[src/rtl/alu_mc_if.sv]
// Operand/result bundle between the register-read stage and alu_mc.
// The master presents operands; the slave (the ALU) returns results and flags.
interface alu_mc_if #(
    parameter int WIDTH = 32
) ();
    logic             in_valid;
    logic             in_ready;
    logic [3:0]       fn;
    logic [WIDTH-1:0] op_A;
    logic [WIDTH-1:0] op_B;
    logic             cin;
    logic             done;
    logic [WIDTH-1:0] out;
    logic [WIDTH-1:0] out_hi;
    logic             co;
    logic             z;
    logic             n;
    logic             v;
    logic             dz;

    modport master (
        output in_valid, fn, op_A, op_B, cin,
        input  in_ready, done, out, out_hi, co, z, n, v, dz
    );

    modport slave (
        input  in_valid, fn, op_A, op_B, cin,
        output in_ready, done, out, out_hi, co, z, n, v, dz
    );
endinterface

[src/rtl/alu_mc.sv]
// Multi-cycle ALU: legacy add/sub/logic ops, shifts, SLT in one cycle;
// iterative unsigned multiply and restoring divide over WIDTH cycles.
//
// state  | meaning
// S_IDLE | ready for operands; single-cycle ops complete from here
// S_RUN  | MULU/DIVU iterating, one step per cycle, cnt_q 0..WIDTH-1
module alu_mc #(
    parameter int WIDTH = 32
) (
    input logic     clk,
    input logic     rst,
    alu_mc_if.slave bus
);
    localparam int SW  = $clog2(WIDTH);
    localparam int MSB = WIDTH - 1;

    typedef enum logic {S_IDLE, S_RUN} state_t;

    state_t           state_q, state_d;
    logic [SW-1:0]    cnt_q;
    logic [WIDTH-1:0] a_q, b_q, hi_q, lo_q;
    logic             is_div_q;

    logic [WIDTH-1:0] out_q, out_hi_q;
    logic             co_q, z_q, n_q, v_q, dz_q, done_q;

    logic             ready;
    logic             accept;
    logic             is_mc;
    logic             last;

    logic [SW-1:0]    sh;
    logic [WIDTH:0]   wide;
    logic [WIDTH-1:0] sc_out, sc_hi;
    logic             sc_co, sc_v, sc_dz;

    logic [WIDTH:0]   mul_sum;
    logic [WIDTH:0]   div_shift;
    logic [WIDTH-1:0] div_diff;
    logic             div_ge;
    logic [WIDTH-1:0] it_hi, it_lo;

    assign accept = bus.in_valid && (state_q == S_IDLE);
    assign is_mc  = (bus.fn == 4'd12) || ((bus.fn == 4'd13) && (bus.op_B != '0));
    assign last   = (state_q == S_RUN) && (cnt_q == SW'(WIDTH - 1));
    assign sh     = bus.op_B[SW-1:0];

    always_ff @(posedge clk) begin
        if (rst) state_q <= S_IDLE;
        else     state_q <= state_d;
    end

    always_comb begin
        state_d = state_q;
        ready   = 1'b0;
        case (state_q)
            S_IDLE: begin
                ready = 1'b1;
                if (bus.in_valid && is_mc) state_d = S_RUN;
            end
            S_RUN: begin
                if (last) state_d = S_IDLE;
            end
            default: state_d = S_IDLE;
        endcase
    end

    // Single-cycle results; add/sub carry is bit WIDTH of the WIDTH+1 bit sum.
    always_comb begin
        wide   = '0;
        sc_out = '0;
        sc_hi  = '0;
        sc_co  = 1'b0;
        sc_v   = 1'b0;
        sc_dz  = 1'b0;
        case (bus.fn)
            4'd0, 4'd1: begin
                wide   = {1'b0, bus.op_A} + {1'b0, bus.op_B} + {{WIDTH{1'b0}}, bus.cin};
                sc_out = wide[MSB:0];
                sc_co  = wide[WIDTH];
                sc_v   = (bus.op_A[MSB] == bus.op_B[MSB]) && (wide[MSB] != bus.op_A[MSB]);
            end
            4'd2, 4'd3: begin
                wide   = {1'b0, bus.op_A} - {1'b0, bus.op_B} + {{WIDTH{1'b0}}, bus.cin};
                sc_out = wide[MSB:0];
                sc_co  = wide[WIDTH];
                sc_v   = (bus.op_A[MSB] != bus.op_B[MSB]) && (wide[MSB] != bus.op_A[MSB]);
            end
            4'd4:  sc_out = bus.op_A & bus.op_B;
            4'd5:  sc_out = bus.op_A | bus.op_B;
            4'd6:  sc_out = bus.op_A ^ bus.op_B;
            4'd7:  sc_out = ~(bus.op_A & bus.op_B);
            4'd8:  sc_out = bus.op_A << sh;
            4'd9:  sc_out = bus.op_A >> sh;
            4'd10: sc_out = $signed(bus.op_A) >>> sh;
            4'd11: sc_out = {{(WIDTH-1){1'b0}}, ($signed(bus.op_A) < $signed(bus.op_B))};
            4'd13: begin
                sc_out = '1;
                sc_hi  = bus.op_A;
                sc_dz  = 1'b1;
            end
            default: sc_out = '0;
        endcase
    end

    // One multiply or divide step. {hi_q,lo_q} is the shared product / remainder:quotient pair.
    always_comb begin
        mul_sum   = {1'b0, hi_q} + (lo_q[0] ? {1'b0, a_q} : {(WIDTH+1){1'b0}});
        div_shift = {hi_q, lo_q[MSB]};
        div_ge    = div_shift >= {1'b0, b_q};
        div_diff  = div_shift[MSB:0] - b_q;
        if (is_div_q) begin
            it_hi = div_ge ? div_diff : div_shift[MSB:0];
            it_lo = {lo_q[MSB-1:0], div_ge};
        end else begin
            it_hi = mul_sum[WIDTH:1];
            it_lo = {mul_sum[0], lo_q[MSB:1]};
        end
    end

    always_ff @(posedge clk) begin
        if (rst) begin
            cnt_q    <= '0;
            a_q      <= '0;
            b_q      <= '0;
            hi_q     <= '0;
            lo_q     <= '0;
            is_div_q <= 1'b0;
            out_q    <= '0;
            out_hi_q <= '0;
            co_q     <= 1'b0;
            z_q      <= 1'b0;
            n_q      <= 1'b0;
            v_q      <= 1'b0;
            dz_q     <= 1'b0;
            done_q   <= 1'b0;
        end else begin
            done_q <= 1'b0;
            if (accept) begin
                if (is_mc) begin
                    a_q      <= bus.op_A;
                    b_q      <= bus.op_B;
                    is_div_q <= (bus.fn == 4'd13);
                    hi_q     <= '0;
                    lo_q     <= (bus.fn == 4'd13) ? bus.op_A : bus.op_B;
                    cnt_q    <= '0;
                end else begin
                    out_q    <= sc_out;
                    out_hi_q <= sc_hi;
                    co_q     <= sc_co;
                    v_q      <= sc_v;
                    dz_q     <= sc_dz;
                    z_q      <= (sc_out == '0);
                    n_q      <= sc_out[MSB];
                    done_q   <= 1'b1;
                end
            end else if (state_q == S_RUN) begin
                hi_q  <= it_hi;
                lo_q  <= it_lo;
                cnt_q <= cnt_q + 1'b1;
                if (last) begin
                    out_q    <= it_lo;
                    out_hi_q <= it_hi;
                    co_q     <= !is_div_q && (it_hi != '0);
                    v_q      <= 1'b0;
                    dz_q     <= 1'b0;
                    z_q      <= (it_lo == '0);
                    n_q      <= it_lo[MSB];
                    done_q   <= 1'b1;
                end
            end
        end
    end

    assign bus.in_ready = ready;
    assign bus.done     = done_q;
    assign bus.out      = out_q;
    assign bus.out_hi   = out_hi_q;
    assign bus.co       = co_q;
    assign bus.z        = z_q;
    assign bus.n        = n_q;
    assign bus.v        = v_q;
    assign bus.dz       = dz_q;
endmodule

[src/flat_wrapper.sv]
// flat-port wrapper written by rule: the top's interface ports become plain ports
module alu_mc_flat 
#(
    parameter int WIDTH = 32
)
  (clk, rst, bus_in_valid, bus_fn, bus_op_A, bus_op_B, bus_cin, bus_in_ready, bus_done, bus_out, bus_out_hi, bus_co, bus_z, bus_n, bus_v, bus_dz);
  alu_mc_if #(.WIDTH(WIDTH)) bus_i ();
  input logic clk;
  input logic rst;
  input wire logic [$bits(bus_i.in_valid)-1:0] bus_in_valid;
  input wire logic [$bits(bus_i.fn)-1:0] bus_fn;
  input wire logic [$bits(bus_i.op_A)-1:0] bus_op_A;
  input wire logic [$bits(bus_i.op_B)-1:0] bus_op_B;
  input wire logic [$bits(bus_i.cin)-1:0] bus_cin;
  output wire logic [$bits(bus_i.in_ready)-1:0] bus_in_ready;
  output wire logic [$bits(bus_i.done)-1:0] bus_done;
  output wire logic [$bits(bus_i.out)-1:0] bus_out;
  output wire logic [$bits(bus_i.out_hi)-1:0] bus_out_hi;
  output wire logic [$bits(bus_i.co)-1:0] bus_co;
  output wire logic [$bits(bus_i.z)-1:0] bus_z;
  output wire logic [$bits(bus_i.n)-1:0] bus_n;
  output wire logic [$bits(bus_i.v)-1:0] bus_v;
  output wire logic [$bits(bus_i.dz)-1:0] bus_dz;
  assign bus_i.in_valid = bus_in_valid;
  assign bus_i.fn = bus_fn;
  assign bus_i.op_A = bus_op_A;
  assign bus_i.op_B = bus_op_B;
  assign bus_i.cin = bus_cin;
  assign bus_in_ready = bus_i.in_ready;
  assign bus_done = bus_i.done;
  assign bus_out = bus_i.out;
  assign bus_out_hi = bus_i.out_hi;
  assign bus_co = bus_i.co;
  assign bus_z = bus_i.z;
  assign bus_n = bus_i.n;
  assign bus_v = bus_i.v;
  assign bus_dz = bus_i.dz;
  alu_mc #(.WIDTH(WIDTH)) u_core (.clk(clk), .rst(rst), .bus(bus_i));
endmodule
[config.mk]
export PLATFORM = sky130hd
export DESIGN_NAME = alu_mc_flat
export DESIGN_NICKNAME = d
export VERILOG_FILES = /design/src/rtl/alu_mc_if.sv /design/src/rtl/alu_mc.sv /design/src/flat_wrapper.sv
export SDC_FILE = /design/constraint.sdc
export NUM_CORES = 1
export LEC_CHECK = 0
export ABC_AREA = 1
export BUFFER_PORTS_ARGS = -buffer_cell sky130_fd_sc_hd__buf_4
export CAP_MARGIN = 20
export CORE_UTILIZATION = 59
export CTS_CLUSTER_SIZE = 24
export DETAILED_ROUTE_END_ITERATION = 12
export PLACE_DENSITY = 0.77
export SLEW_MARGIN = 0
export SYNTH_ARGS = -nofsm -noshare
export SYNTH_HDL_FRONTEND = slang
export SYNTH_SLANG_ARGS = --single-unit
[constraint.sdc]
create_clock -name clk -period 3.6 [get_ports clk]
set_input_delay 0.36 -clock clk [delete_from_list [all_inputs] [get_ports clk]]
set_output_delay 0.36 -clock clk [all_outputs]
set_load 0.05 [all_outputs]
==> metrics.yaml, run 1 <==
hpwl_um: 105100
avgSynthCellArea_um2: 5.629
ys_ff_latch: 204
outcome: "stopped before the end"
synth_mux_area_frac: 0.008340
synth_fa_ha_area_frac: 0.1165
synthTopCellsByArea: "nand2_1, dfxtp_1, nand3_1"
port_buffers: 142
hold_buffers: 0
clock_sinks: 204
yosysSeqAreaShare: 0.1620
synth_area_mm2: 0.02521
failing_step: "global routing"
grt_pass1_wl_um: 208000
cts_resized: 0
htree_levels: 1
initial_utilization: 0.5996
synth_flop_cell: "dfxtp_1"
fp-row-count: 75
cts-root-buf: "clkbuf_16"
synth_top_family_by_area: "simple AND/OR/NAND/NOR gates"
synthSimpleGateAreaFrac: 0.4323
die_h_um: 208.7
grt_pass1_vias: 32760
synth_xor_area_frac: 0.005907
synth_compound_area_frac: 0.1652
cts_buffers: 22
synth_cells: 4478
yosys-top-cells-count: "nand2_1, nand3_1, nor2_1"
async_flop_share: 0
grt_max_degree: 74
synth_top_area_frac: 0.1838
yosysWarningCount: 0
yosysUniqueCellTypes: 56
synth_top_area_cell: "nand2_1"
grt_remaining_overflow: 12
pin_count: 143
error: "[ERROR GRT-0116] Global routing finished with congestion. Check the congestion regions in the DRC Viewer."
grt.total_usage: 0.6366
die_width_um: 208.7
post-synth-top-count-cell: "nand2_1"
cts_buffer_depth: 3
syn_nets: 4772
gp_congestion: 1.211
cts_setup_buffers: 0
synth_edf_count: 0
-- metrics by stage --
stage | hold slack, ps | setup slack (ps) | TNS (ps) | instances | instance area, µm²
after CTS | 182.7 | 229.2 | 0 | 5256 | 28720
after floorplan | 433.1 | 440.3 | 0 | 4478 | 25210
after global placement | 446.9 | -224.1 | -545.4 | 5217 | 28020
after detailed placement | 459.7 | -187.3 | -392.6 | 5217 | 28020
-- cells by family after synthesis --
kind of cell	Yosys count
AND/OR/NAND/NOR	2554
AO/OA/AOI/OAI	754
buffers and inverters	706
adder cells (fa/ha/maj)	222
flip-flops	204
multiplexers	21
XOR/XNOR	17
-- layer usage --
metal / overflow / global-route usage
met2: 8 / 0.8720
met5: 0 / 0.04116
met1: 0 / 0.6792
met3: 0 / 0.3261
met4: 4 / 0.6613
==> run 2, diff against run 1 <==
--- a/config.mk
+++ b/config.mk
@@ -8,10 +8,9 @@
 export ABC_AREA = 1
 export BUFFER_PORTS_ARGS = -buffer_cell sky130_fd_sc_hd__buf_4
 export CAP_MARGIN = 20
-export CORE_UTILIZATION = 59
-export CTS_CLUSTER_SIZE = 24
+export CORE_UTILIZATION = 40
 export DETAILED_ROUTE_END_ITERATION = 12
-export PLACE_DENSITY = 0.77
+export PLACE_DENSITY_LB_ADDON = 0.15
 export SLEW_MARGIN = 0
 export SYNTH_ARGS = -nofsm -noshare
 export SYNTH_HDL_FRONTEND = slang
==> run 2 against run 1 <==
- the run now ends clean
- synthesized area unchanged
- synthesized cell count unchanged
==> metrics.yaml, run 2 <==
critical_path.cell_chain: "buf_4 -> buf_4 -> buf_4 -> nand3_1 -> nand3_1 -> nand2_1 -> o211ai_1 -> nand4_1 -> nor2_1 -> nand3_1 -> nor2_1 -> buf_4 -> nand2_1 -> nor2_1 -> nor2_1 -> nor2_1"
areaGrowthSynthToFinish_pct: 21.61
wl_um: 150300
crit_family: "simple AND/OR/NAND/NOR gates"
ir_drop_v: 0.0003462
fmax_mhz: 282.4
finalClockSkew_ps: 26.19
vias_per_cell: 5.758
final_util: 0.4949
arrival_ps: 4040
critPathCaptureType: "flop"
yosysUniqueCellTypes: 56  # unchanged
die_h_um: 253.0  # +21%
worst_ep_required_time_ps: 4100
grt_pass1_wl_um: 211500
rsz0062_at_grt: "no"
layout-drive-gt1-share: 0.1394
initial_utilization: 0.4069  # -0.1926
insertion_delay_ps: 560
grt_antenna_before_repair: 5
synth_flop_cell: "dfxtp_1"
cts_tree: "done"
design.core.area_mm2: 0.06194
grt_max_degree: 132
crit_top_cell: "nor2_1"
worst_pin_slew_ps: 1124
drc: 0
setup_ws_ps: 58.56
synth_cells: 4478  # unchanged
cts-root-buf: "clkbuf_16"
drv_cap: 0
grt_pass1_vias: 31090
syn_nets: 4772  # unchanged
drtIter0Drc: 3945
cts_buffer_depth: 3  # unchanged
synth_top_area_cell: "nand2_1"
r2r_setup_slack_ps: 210
ys_ff_latch: 204  # unchanged
holdCritPathClass: "primary input to flop"
gp_congestion: 1.142  # -5.6%
grt.total_usage: 0.4580
powerDensity_mw_per_mm2: 308.4
clock_sinks: 204  # unchanged
synth_area_mm2: 0.02521  # unchanged
post-synth-top-count-cell: "nand2_1"
ant_nets: 0
setup_viol: 0
yosysWarningCount: 0  # unchanged
synth_top_area_frac: 0.1838  # unchanged
synth_edf_count: 0  # unchanged
die_area_mm2: 0.06402
final_common_cell: "nand2_1"
synthTopCellsByArea: "nand2_1, dfxtp_1, nand3_1"
slowest_delay_ps: 890
fp-row-count: 91  # +21%
path_class: "primary input to flop"
async_flop_share: 0  # unchanged
htree_levels: 1  # unchanged
dp_slack_ps: -233.0  # -45.67 ps
final_cell_mix: "nand2_1, nand3_1, buf_4, nor2_1, inv_1"
grt_remaining_overflow: 0
wl_per_cell_um: 26.19
yosysSeqAreaShare: 0.1620  # unchanged
yosys-top-cells-count: "nand2_1, nand3_1, nor2_1"
path_buf_inv: 4
cp_slowest_cell: "o211ai_1"
firstDrtPassIters: 6
fin_nets: 5175
fin_crit_ps: 3541
hpwl_um: 124200  # +18%
worstSetupStartpointType: "primary input"
vias: 33050
slew_viol_final: 0
avgSynthCellArea_um2: 5.629  # unchanged
period_share: 0.9837
pin_count: 143  # unchanged
crit_fanout: 38
port_buffers: 142  # unchanged
power.leakage_uw: 0.01586
relSlewSlack: 0.2473
cts_buffers: 23  # +4.5%
cts.clk_slew.worst_paths_ps: 70
die_width_um: 253.0  # +21%
outcome: "completed"
hold_viol: 0
run 2: cell counts after synthesis:
No cell type changed its count.
run 2: what timing repair did:
action	CTS	global route
hold buffers	0	0
resized for setup	0	6
hold endpoints to repair	0	0
setup endpoints to repair	0	1
setup buffers	0	0
run 2: path summary, 6_finish.rpt:
kind / depth (start not counted) / startpoint / end
max: 16 / bus_op_B[1] / u_core.bus.z
min: 3 / bus_op_B[16] / u_core.b_q[16]
max reg2reg: 17 / u_core.hi_q[24] / u_core.bus.co
min reg2reg: 2 / u_core.bus.out_hi[3] / u_core.bus.out_hi[3]
run 2: metal layers:
layer	vias to the layer above	GRT usage	wire length, µm
met2	1844	0.7172	64640
met4	2	0.4800	18690
met3	584	0.07381	12030
met5	-	0	13
li1	15560	-	-
met1	15060	0.5147	54930
run 2: area by class of cell:
class	count	area [µm²]
Antenna cell	4	10.01
Clock buffer	29	638.1
Clock inverter	13	158.9
Fill cell	6885	31290
Inverter	520	1953
Multi-Input combinational cell	3569	18400
Sequential cell	204	4085
Tap cell	837	1047
Timing Repair Buffer	563	4364
run 2: kinds of logic (layout without fill, tap and decap cells):
logic type                 count (synthesis)  count (layout)  synth area share
AOI/OAI and AO/OA                        754             754            0.1652
xor gates and xnor gates                  17              17          0.005907
adders and majority gates                222             222            0.1165
buffers and inverters                    706            1125            0.1098
DFF                                      204             204            0.1620
muxes                                     21              21          0.008339
other                                      0               4                 0
and+or+nand+nor                         2554            2555            0.4323
run 2: report_power, final:
| part | leakage, µW | switching, µW | internal [µW] |
|---|---|---|---|
| Clock | 0.000391 | 1100 | 1430 |
| Sequential | 0.00166 | 79.4 | 2370 |
| Combinational | 0.0138 | 3030 | 1440 |
| Total | 0.0159 | 4210 | 5240 |
run 2: worst reg2reg max path: stages, from the launching register on:
cell,delay (ps)
dfxtp_1,600
ha_1,350
nand2_1,130
nor2_1,210
nand3_1,150
nor2_4,180
nor2_8,100
nand2_8,170
buf_4,220
nand3_2,150
nand2_2,200
nand2_1,150
nor2_1,120
nand2_1,60
nor2_1,170
nand3_1,170
nand2_1,90
nand2_1,50
run 2: per-stage QoR:
step	cell area, µm²	power, µW	hold slack, ps	cells	setup TNS (ps)
CTS	30610	9290	136.2	5734	0
global route	30640	9793	163.6	5735	0
floorplan	25210	4857	433.1	4478	0
finish	30650	9452	137.3	5739	0
global placement	29820	6804	453.4	5692	-390.4
detailed placement	29820	6791	457.6	5692	-376.2
Note: power is estimated with default switching activity, not from simulation.
